File: src/rtl/lsu_mem_ctrl.sv
// Load/store controller in front of a word-organised, byte-addressed data memory.
// Build option: define LSU_ONECYC_RMW_EN to merge sub-word stores in a single read+write cycle.
module lsu_mem_ctrl #(
  parameter int MEM_BYTES = 1024
) (
  input  logic        clk,
  input  logic        rst_n,
  input  logic        req_valid,
  output logic        req_ready,
  input  logic        req_we,
  input  logic [1:0]  req_size,
  input  logic        req_unsigned,
  input  logic [31:0] req_addr,
  input  logic [31:0] req_wdata,
  output logic        resp_valid,
  output logic [31:0] resp_rdata,
  output logic        resp_err,
  output logic        MemRead,
  output logic        MemWrite,
  output logic [31:0] addr,
  output logic [31:0] wd,
  input  logic [31:0] rd
);

`ifdef LSU_ONECYC_RMW_EN
  typedef enum logic [2:0] {IDLE = 3'd0, LD = 3'd1, ST = 3'd2, RMW = 3'd3} state_t;
`else
  typedef enum logic [2:0] {IDLE = 3'd0, LD = 3'd1, ST = 3'd2, RMW_RD = 3'd3, RMW_WR = 3'd4} state_t;
`endif

  state_t      state_r, state_s;
  logic        we_r, uns_r;
  logic [1:0]  size_r;
  logic [31:0] addr_r, wdata_r;
`ifndef LSU_ONECYC_RMW_EN
  logic [31:0] rword_r;
`endif
  logic        resp_valid_r, resp_valid_s;
  logic        resp_err_r, resp_err_s;
  logic [31:0] resp_rdata_r, resp_rdata_s;
  logic        mem_read_s, mem_write_s;
  logic [31:0] addr_s, wd_s, word_addr_s;
  logic        accept_s;

  // Misaligned, illegal size, or last byte beyond the end of memory (33-bit sum avoids wrap).
  function automatic logic access_err(input logic [1:0] size, input logic [31:0] a);
    logic [2:0]  nbytes;
    logic [32:0] end_addr;
    case (size)
      2'b00:   nbytes = 3'd1;
      2'b01:   nbytes = 3'd2;
      default: nbytes = 3'd4;
    endcase
    end_addr = {1'b0, a} + {30'd0, nbytes};
    access_err = (size == 2'b11) ||
                 ((size == 2'b01) && a[0]) ||
                 ((size == 2'b10) && (a[1:0] != 2'b00)) ||
                 (end_addr > 33'(MEM_BYTES));
  endfunction

  function automatic logic [31:0] load_extract(input logic [31:0] word, input logic [1:0] size,
                                               input logic [1:0] off, input logic uns);
    logic [31:0] sh;
    sh = word >> {off, 3'b000};
    case (size)
      2'b00:   load_extract = uns ? {24'd0, sh[7:0]}  : {{24{sh[7]}}, sh[7:0]};
      2'b01:   load_extract = uns ? {16'd0, sh[15:0]} : {{16{sh[15]}}, sh[15:0]};
      default: load_extract = sh;
    endcase
  endfunction

  function automatic logic [31:0] store_merge(input logic [31:0] word, input logic [31:0] data,
                                              input logic [1:0] size, input logic [1:0] off);
    logic [31:0] mask;
    case (size)
      2'b00:   mask = 32'h0000_00FF;
      2'b01:   mask = 32'h0000_FFFF;
      default: mask = 32'hFFFF_FFFF;
    endcase
    mask = mask << {off, 3'b000};
    store_merge = (word & ~mask) | ((data << {off, 3'b000}) & mask);
  endfunction

  assign accept_s    = req_valid && (state_r == IDLE);
  assign word_addr_s = {addr_r[31:2], 2'b00};

  // State register; reset drops MemRead/MemWrite asynchronously since they decode from it.
  always_ff @(posedge clk or negedge rst_n) begin
    if (!rst_n) begin
      state_r <= IDLE;
    end else begin
      state_r <= state_s;
    end
  end

  // Request capture and read-data capture for the two-cycle read-modify-write.
  always_ff @(posedge clk or negedge rst_n) begin
    if (!rst_n) begin
      we_r    <= 1'b0;
      uns_r   <= 1'b0;
      size_r  <= 2'b00;
      addr_r  <= 32'd0;
      wdata_r <= 32'd0;
`ifndef LSU_ONECYC_RMW_EN
      rword_r <= 32'd0;
`endif
    end else begin
      if (accept_s) begin
        we_r    <= req_we;
        uns_r   <= req_unsigned;
        size_r  <= req_size;
        addr_r  <= req_addr;
        wdata_r <= req_wdata;
      end
`ifndef LSU_ONECYC_RMW_EN
      if (state_r == RMW_RD) begin
        rword_r <= rd;
      end
`endif
    end
  end

  // Response registers: the pulse lands in the IDLE cycle after completion.
  always_ff @(posedge clk or negedge rst_n) begin
    if (!rst_n) begin
      resp_valid_r <= 1'b0;
      resp_err_r   <= 1'b0;
      resp_rdata_r <= 32'd0;
    end else begin
      resp_valid_r <= resp_valid_s;
      resp_err_r   <= resp_err_s;
      resp_rdata_r <= resp_rdata_s;
    end
  end

  // Next state, memory port drive and next response.
  always_comb begin
    state_s      = state_r;
    resp_valid_s = 1'b0;
    resp_err_s   = 1'b0;
    resp_rdata_s = 32'd0;
    mem_read_s   = 1'b0;
    mem_write_s  = 1'b0;
    addr_s       = 32'd0;
    wd_s         = 32'd0;
    case (state_r)
      IDLE: begin
        if (req_valid) begin
          if (access_err(req_size, req_addr)) begin
            resp_valid_s = 1'b1;
            resp_err_s   = 1'b1;
            state_s      = IDLE;
          end else if (!req_we) begin
            state_s = LD;
          end else if (req_size == 2'b10) begin
            state_s = ST;
          end else begin
`ifdef LSU_ONECYC_RMW_EN
            state_s = RMW;
`else
            state_s = RMW_RD;
`endif
          end
        end else begin
          state_s = IDLE;
        end
      end
      LD: begin
        mem_read_s   = 1'b1;
        addr_s       = word_addr_s;
        resp_valid_s = 1'b1;
        resp_rdata_s = load_extract(rd, size_r, addr_r[1:0], uns_r);
        state_s      = IDLE;
      end
      ST: begin
        mem_write_s  = 1'b1;
        addr_s       = word_addr_s;
        wd_s         = wdata_r;
        resp_valid_s = 1'b1;
        state_s      = IDLE;
      end
`ifdef LSU_ONECYC_RMW_EN
      RMW: begin
        mem_read_s   = 1'b1;
        mem_write_s  = 1'b1;
        addr_s       = word_addr_s;
        wd_s         = store_merge(rd, wdata_r, size_r, addr_r[1:0]);
        resp_valid_s = 1'b1;
        state_s      = IDLE;
      end
`else
      RMW_RD: begin
        mem_read_s = 1'b1;
        addr_s     = word_addr_s;
        state_s    = RMW_WR;
      end
      RMW_WR: begin
        mem_write_s  = 1'b1;
        addr_s       = word_addr_s;
        wd_s         = store_merge(rword_r, wdata_r, size_r, addr_r[1:0]);
        resp_valid_s = 1'b1;
        state_s      = IDLE;
      end
`endif
      default: begin
        state_s = IDLE;
      end
    endcase
  end

  assign req_ready  = (state_r == IDLE);
  assign resp_valid = resp_valid_r;
  assign resp_err   = resp_err_r;
  assign resp_rdata = resp_rdata_r;
  assign MemRead    = mem_read_s;
  assign MemWrite   = mem_write_s;
  assign addr       = addr_s;
  assign wd         = wd_s;

endmodule
File: config.mk
export PLATFORM = sky130hd
export DESIGN_NAME = lsu_mem_ctrl
export DESIGN_NICKNAME = d
export VERILOG_FILES = /design/src/rtl/lsu_mem_ctrl.sv
export SDC_FILE = /design/constraint.sdc
export NUM_CORES = 1
export LEC_CHECK = 0
export ABC_CLOCK_PERIOD_IN_PS = 5800
export CAP_MARGIN = 10
export CORE_MARGIN = 10
export CORE_UTILIZATION = 53
export CTS_CLUSTER_SIZE = 24
export DETAILED_ROUTE_END_ITERATION = 8
export GPL_TIMING_DRIVEN = 1
export PLACE_DENSITY_LB_ADDON = 0.1
export SLEW_MARGIN = 15
export SYNTH_ARGS = -nofsm -noshare
export SYNTH_HDL_FRONTEND = slang
export SYNTH_SLANG_ARGS = --single-unit
File: constraint.sdc
create_clock -name clk -period 5.8 [get_ports clk]
set_input_delay 1.45 -clock clk [delete_from_list [all_inputs] [get_ports clk]]
set_output_delay 1.45 -clock clk [all_outputs]
set_load 0.005 [all_outputs]
== Word-level counts from Yosys, hierarchy flattened ==
Cells that the tools add are included.
Storage, ports and cells
  bits in registers: 136
  bits of input ports: 103
  output and inout port bits: 101
  word-level logic and storage cells: 62
Operators by class
  $add $sub $neg: 1
  magnitude comparators: 1
  equal/unequal tests: 8
  shift operators: 3
  multiplexer cells: 22
  bitwise gates (word level): 4
  reduce and logical (&&, ||, !) cells: 14
Operators by type and width (number)
  one-hot mux 32 bit (2 select lines): 3
  two-way mux 32 bit: 5
  AND 32 bit: 2
  << shifter 32 x 5 -> 32 bit: 2
  adder 32 x 3 -> 33 bit: 1
  > comparator 33 x 11 -> 1 bit (second input constant): 1
  inverter 32 bit: 1
  bitwise OR 32 bit: 1
  right shift 32 x 5 -> 32 bit: 1
  one-hot mux 3 bit (2 select lines): 2
  two-way mux 3 bit: 3
  equality test 3 x 2 -> 1 bit (second input constant): 2
  two-way mux 1 bit: 6
  equality test 2 x 1 -> 1 bit (second input constant): 2
  equality test 2 bit (second input constant): 2
  zero test 2 bit: 2
  two-way mux 2 bit: 2
  OR reduction 2 bit: 2
  OR reduction 4 bit: 1
  equality test 3 x 1 -> 1 bit (second input constant): 1
  equality test 3 bit (second input constant): 1
  logical AND 1 bit: 3
  zero test 3 bit: 1
  logical OR 1 bit: 3
  other kinds (3): 3

== Longest topological paths before layout ==
  depth after elaboration: 10
  gate-level depth with buffers: 10
  mapped depth without buffers: 10

== Worst setup path before layout ==
OpenSTA, ideal clock, no wires.
  kind: input to register
  from: in req_size[1]
  to: reg state_r[0]
  setup time: 96 ps
  arrival time: 3898 ps
  required time: 5704 ps
  slack: 1806 ps
  cell stages on the path: 10
  path buffers: 0
  cells stage by stage: nor2_1 ha_1 fa_1 a21oi_1 nor2_1 a31o_2 a2111oi_2 nand3_1 or4_4 nor4_2
On the way
  cells in the longest elaborated chain, start to end: 10
  elaborated cells on any way between the ends: 19
  those cells by class: add/sub (1); order compare (1); eq/ne (3); mux (8); reduce/logical (6)
Ends and longest elaborated chain
  start, declared: line 11  | input logic [1:0] req_size,
  equality test 2 x 1 -> 1 bit or zero test 2 bit (tied branches): line 49, 56
  one-hot mux 3 bit (2 select lines): line 49  | case (size)
  two-way mux 3 bit: line 148  | if (req_valid) begin
  two-way mux 3 bit: line 146  | case (state_r)
  adder 32 x 3 -> 33 bit: line 54  | end_addr = {1'b0, a} + {30'd0, nbytes};
  > comparator 33 x 11 -> 1 bit: line 58  | (end_addr > 33'(MEM_BYTES));
  logical OR 1 bit: line 57  | ((size == 2'b10) && (a[1:0] != 2'b00)) ||
  two-way mux 2 bit *: line 149  | if (access_err(req_size, req_addr)) begin
  two-way mux 3 bit *: line 148
  one-hot mux 3 bit (2 select lines) *: line 146
  net state_s[0]: line 31  | state_t state_r, state_s;
  end signal, assigned: line 92  | state_r <= state_s;
  end, declared: line 31
The timed path passes the listed nets; every way through them passes the cells marked *. The select of a mux whose other input is x is not followed.
A chain may end at the register's enable or synchronous reset.

== Final worst setup path ==
  from: reg addr_r[1]
  to: out wd[6]
On the way
  cells in the longest elaborated chain, start to end: 5
  elaborated cells on any way between the ends: 7
  those cells by class: shift (2); mux (1); bitwise (4)
Ends and longest elaborated chain
  start, declared: line 34  | logic [31:0] addr_r, wdata_r;
  start signal, assigned: line 112  | addr_r <= req_addr;
  << shifter 32 x 5 -> 32 bit: line 80  | mask = mask << {off, 3'b000};
  inverter 32 bit: line 81  | store_merge = (word & ~mask) | ((data << {off, 3'b000}) & mask);
  AND 32 bit: line 81
  bitwise OR 32 bit *: line 81
  one-hot mux 32 bit (2 select lines) *: line 146
  end, declared: line 21  | output logic [31:0] wd,
Mark *: on every way between the ends. The rest lies on a longest branch, timed or not.

==> results_dict.tcl <==
set metrics [dict create \
    h-tree-depth 4 \
    critPathBufInv 2 \
    max_freq_mhz 216 \
    outcome "finished clean" \
    die_area_um2 19900 \
    wl_per_cell_um 20.6 \
    clock_tree.buffer_depth 2 \
    layout_setup_ws_ps 1170 \
    cts-resized-gates 0 \
    slew_violations 0 \
    vdd_drop_max_v 0.000241 \
    timing.rr.end "resp_rdata[17]$_DFF_PN0_" \
    max_stage_delay_ps 680 \
    synthFlopType "dfrtp_1" \
    synth_xor_area_frac 0.00338 \
    final_cell_area_um2 10400 \
    synth_top_cell_by_area "dfrtp_1" \
    gp_congestion 0.893 \
    holdCritPathClass "flop to flop" \
    slew_headroom 0.327 \
    cts_buffers 17 \
    finalSetupViolations 0 \
    grt_usage 0.257 \
    area_growth_pct 33.4 \
    layout_common_cells "nand2_1, clkdlybuf4s50_1, dfrtp_1" \
    hold_path_end "addr_r[25]$_DFFE_PN0P_" \
    dp_hpwl_mm 19.2 \
    cp.required_ps 4350 \
    max_slew.worst_pin.slew_ps 1010 \
    slowest_stage "dfrtp_2" \
    cts_tree "built" \
    tns_ps 0 \
    reg2reg_depth 8 \
    fin_crit_sh 0.799 \
    cts.sinks 136 \
    num_io_pins 204 \
    mappedNetlistArea_um2 7780 \
    yosys.area_share.simple 0.266 \
    utilization 0.717 \
    start_util 0.538 \
    path_delay_family "buffers and inverters" \
    grt_max_degree 104 \
    root_buffer "clkbuf_16" \
    yosysUniqueCellTypes 60 \
    dpl_cell_area_um2 9860 \
    drt_wl_total_mm 26.3 \
    holdBufCountCts 0 \
    routed_via_density 5.90 \
    synthTopCellsByArea "dfrtp_1, nand2_1, mux2_2" \
    synth_compound_area_frac 0.152 \
    end_kind "output pin" \
    row_count 44 \
    grt_pass1_vias 7465 \
    antenna_found_initial 0 \
    postCtsSetupBuffers 0 \
    dr_total_vias 7518 \
    crit_type "flop to output pin" \
    io_buffers 201 \
    p_leak_nw 4.51 \
    synthArstFlopShare 1.00 \
    num_antenna_cells 0 \
    crit_chain "buf_4 -> nor2_1 -> nor2_1 -> a22o_1 -> clkdlybuf4s50_1" \
    hold_path_depth 2 \
    dr.first_iter.drc_count 639 \
    yosys_warnings 0 \
    fin_skew_ps 11.7 \
    clk_latency_ps 430 \
    synth_seq_cells 136 \
    grt-ovfl-total 0 \
    ant_nets 0 \
    nets 1187 \
    grt_pass1_wl_mm 41.1 \
    syn_inst 913 \
    core_um2 14500 \
    crit_path_start "addr_r[1]$_DFFE_PN0P_" \
    drcViolationCount 0 \
    rsz0062_at_grt "false" \
    synth_area_per_cell_um2 8.53 \
    arrival_ps 3180 \
    synthMuxAreaShare 0.0955 \
    ys_seq_area_frac 0.437 \
    first_pass_iters 7 \
    synth_top_family_by_area "simple AND/OR/NAND/NOR gates" \
    power_density_nw_per_um2 233 \
    die_x_um 141 \
    reg2reg_slack_ps 3010 \
    hold_viol 0 \
    max_cap_viol_count 0 \
    reg2reg_from "addr_r[1]$_DFFE_PN0P_" \
    die_h_um 141 \
    worstPathMaxFanout 38 \
    yosys.area.top_type_share 0.437 \
    min_from "addr_r[25]$_DFFE_PN0P_" \
    cp_common_cell "nor2_1" \
    n_fill_cell 1155 \
    fin_crit_ps 4630 \
    clkTransAtPathRegs_ps 60 \
    synthAdderAreaFrac 0.00739 \
    synth_edf_count 0 \
    final_common_cell "nand2_1" \
    cp-start-kind "flop" \
    finalPower_mw 2.42 \
    post-place-ws_ps 906 \
    drive_gt1_frac 0.0852 \
]
how the worst max path moves through the flow:
stage          slack [ps]                   end  cells past startpoint
2_1_floorplan        1810  state_r[0]$_DFF_PN0_                     10
3_3_place_gp         1000  state_r[0]$_DFF_PN0_                     11
3_5_place_dp          910  state_r[0]$_DFF_PN0_                     11
4_1_cts              1170                 wd[6]                      4
5_1_grt               950                 wd[6]                      5
6_report             1170                 wd[6]                      5
cells by family after synthesis:
| kind of cell | Yosys count |
|---|---|
| AO/OA/AOI/OAI | 177 |
| XOR/XNOR | 3 |
| adder cells (fa/ha/maj) | 4 |
| buffers and inverters | 75 |
| flip-flops | 136 |
| multiplexers | 70 |
| other | 1 |
| AND/OR/NAND/NOR | 447 |
final cells by class:
class	count	area, um2	area share
sequential	136	3410	0.328
clock buffer	20	447	0.0430
tap	184	230	0.0222
multi-input combinational	703	4100	0.395
clock inverter	10	75.1	0.00723
inverter	11	41.3	0.00398
timing repair buffer	211	2090	0.201
cell usage after synthesis, types with 4 or more instances:
library cell  count
nand2_1         268
dfrtp_1         136
nor2b_1          49
clkbuf_1         48
o21ai_0          43
a21oi_1          37
mux2i_1          36
a211oi_1         34
mux2_2           34
nor2_1           34
nand4_1          20
nand3_1          18
a22o_1           14
inv_1            11
nor3_1           11
o21a_1           11
nor4_1           10
buf_1             8
a21o_1            7
and3_1            5
buf_2             5
nor3b_1           4
or2_2             4
per-layer routing:
layer	vias to the layer above	part of all wire	global-route usage
met3	45	0.076	0.0625
met5	-	0	0
met4	0	0.022	0.0810
met1	3646	0.41	0.321
met2	320	0.49	0.428
li1	3507	-	-
sequential cells by signal, summed over array words and instances (netlist names):
register	flops
addr_r	32
resp_err	1
resp_rdata	32
resp_valid	1
rword_r	32
size_r	2
state_r	3
uns_r	1
wdata_r	32
power by group:
group	switching (mW)	internal [mW]
logic	0.218	0.170
registers	0.0573	1.00
clock network	0.418	0.553
worst min-delay path, delay by kind of cell, from the launching register on:
family,cells,cell delay [ps]
simple gates,2,100
flops,1,330
stage by stage:
step,hold WS [ps],std cells
2_1_floorplan,438,914
3_3_place_gp,450,1245
3_5_place_dp,455,1245
4_1_cts,470,1275
5_1_grt,494,1275
6_report,466,1275
No activity file was read; power rests on OpenSTA's default activity.
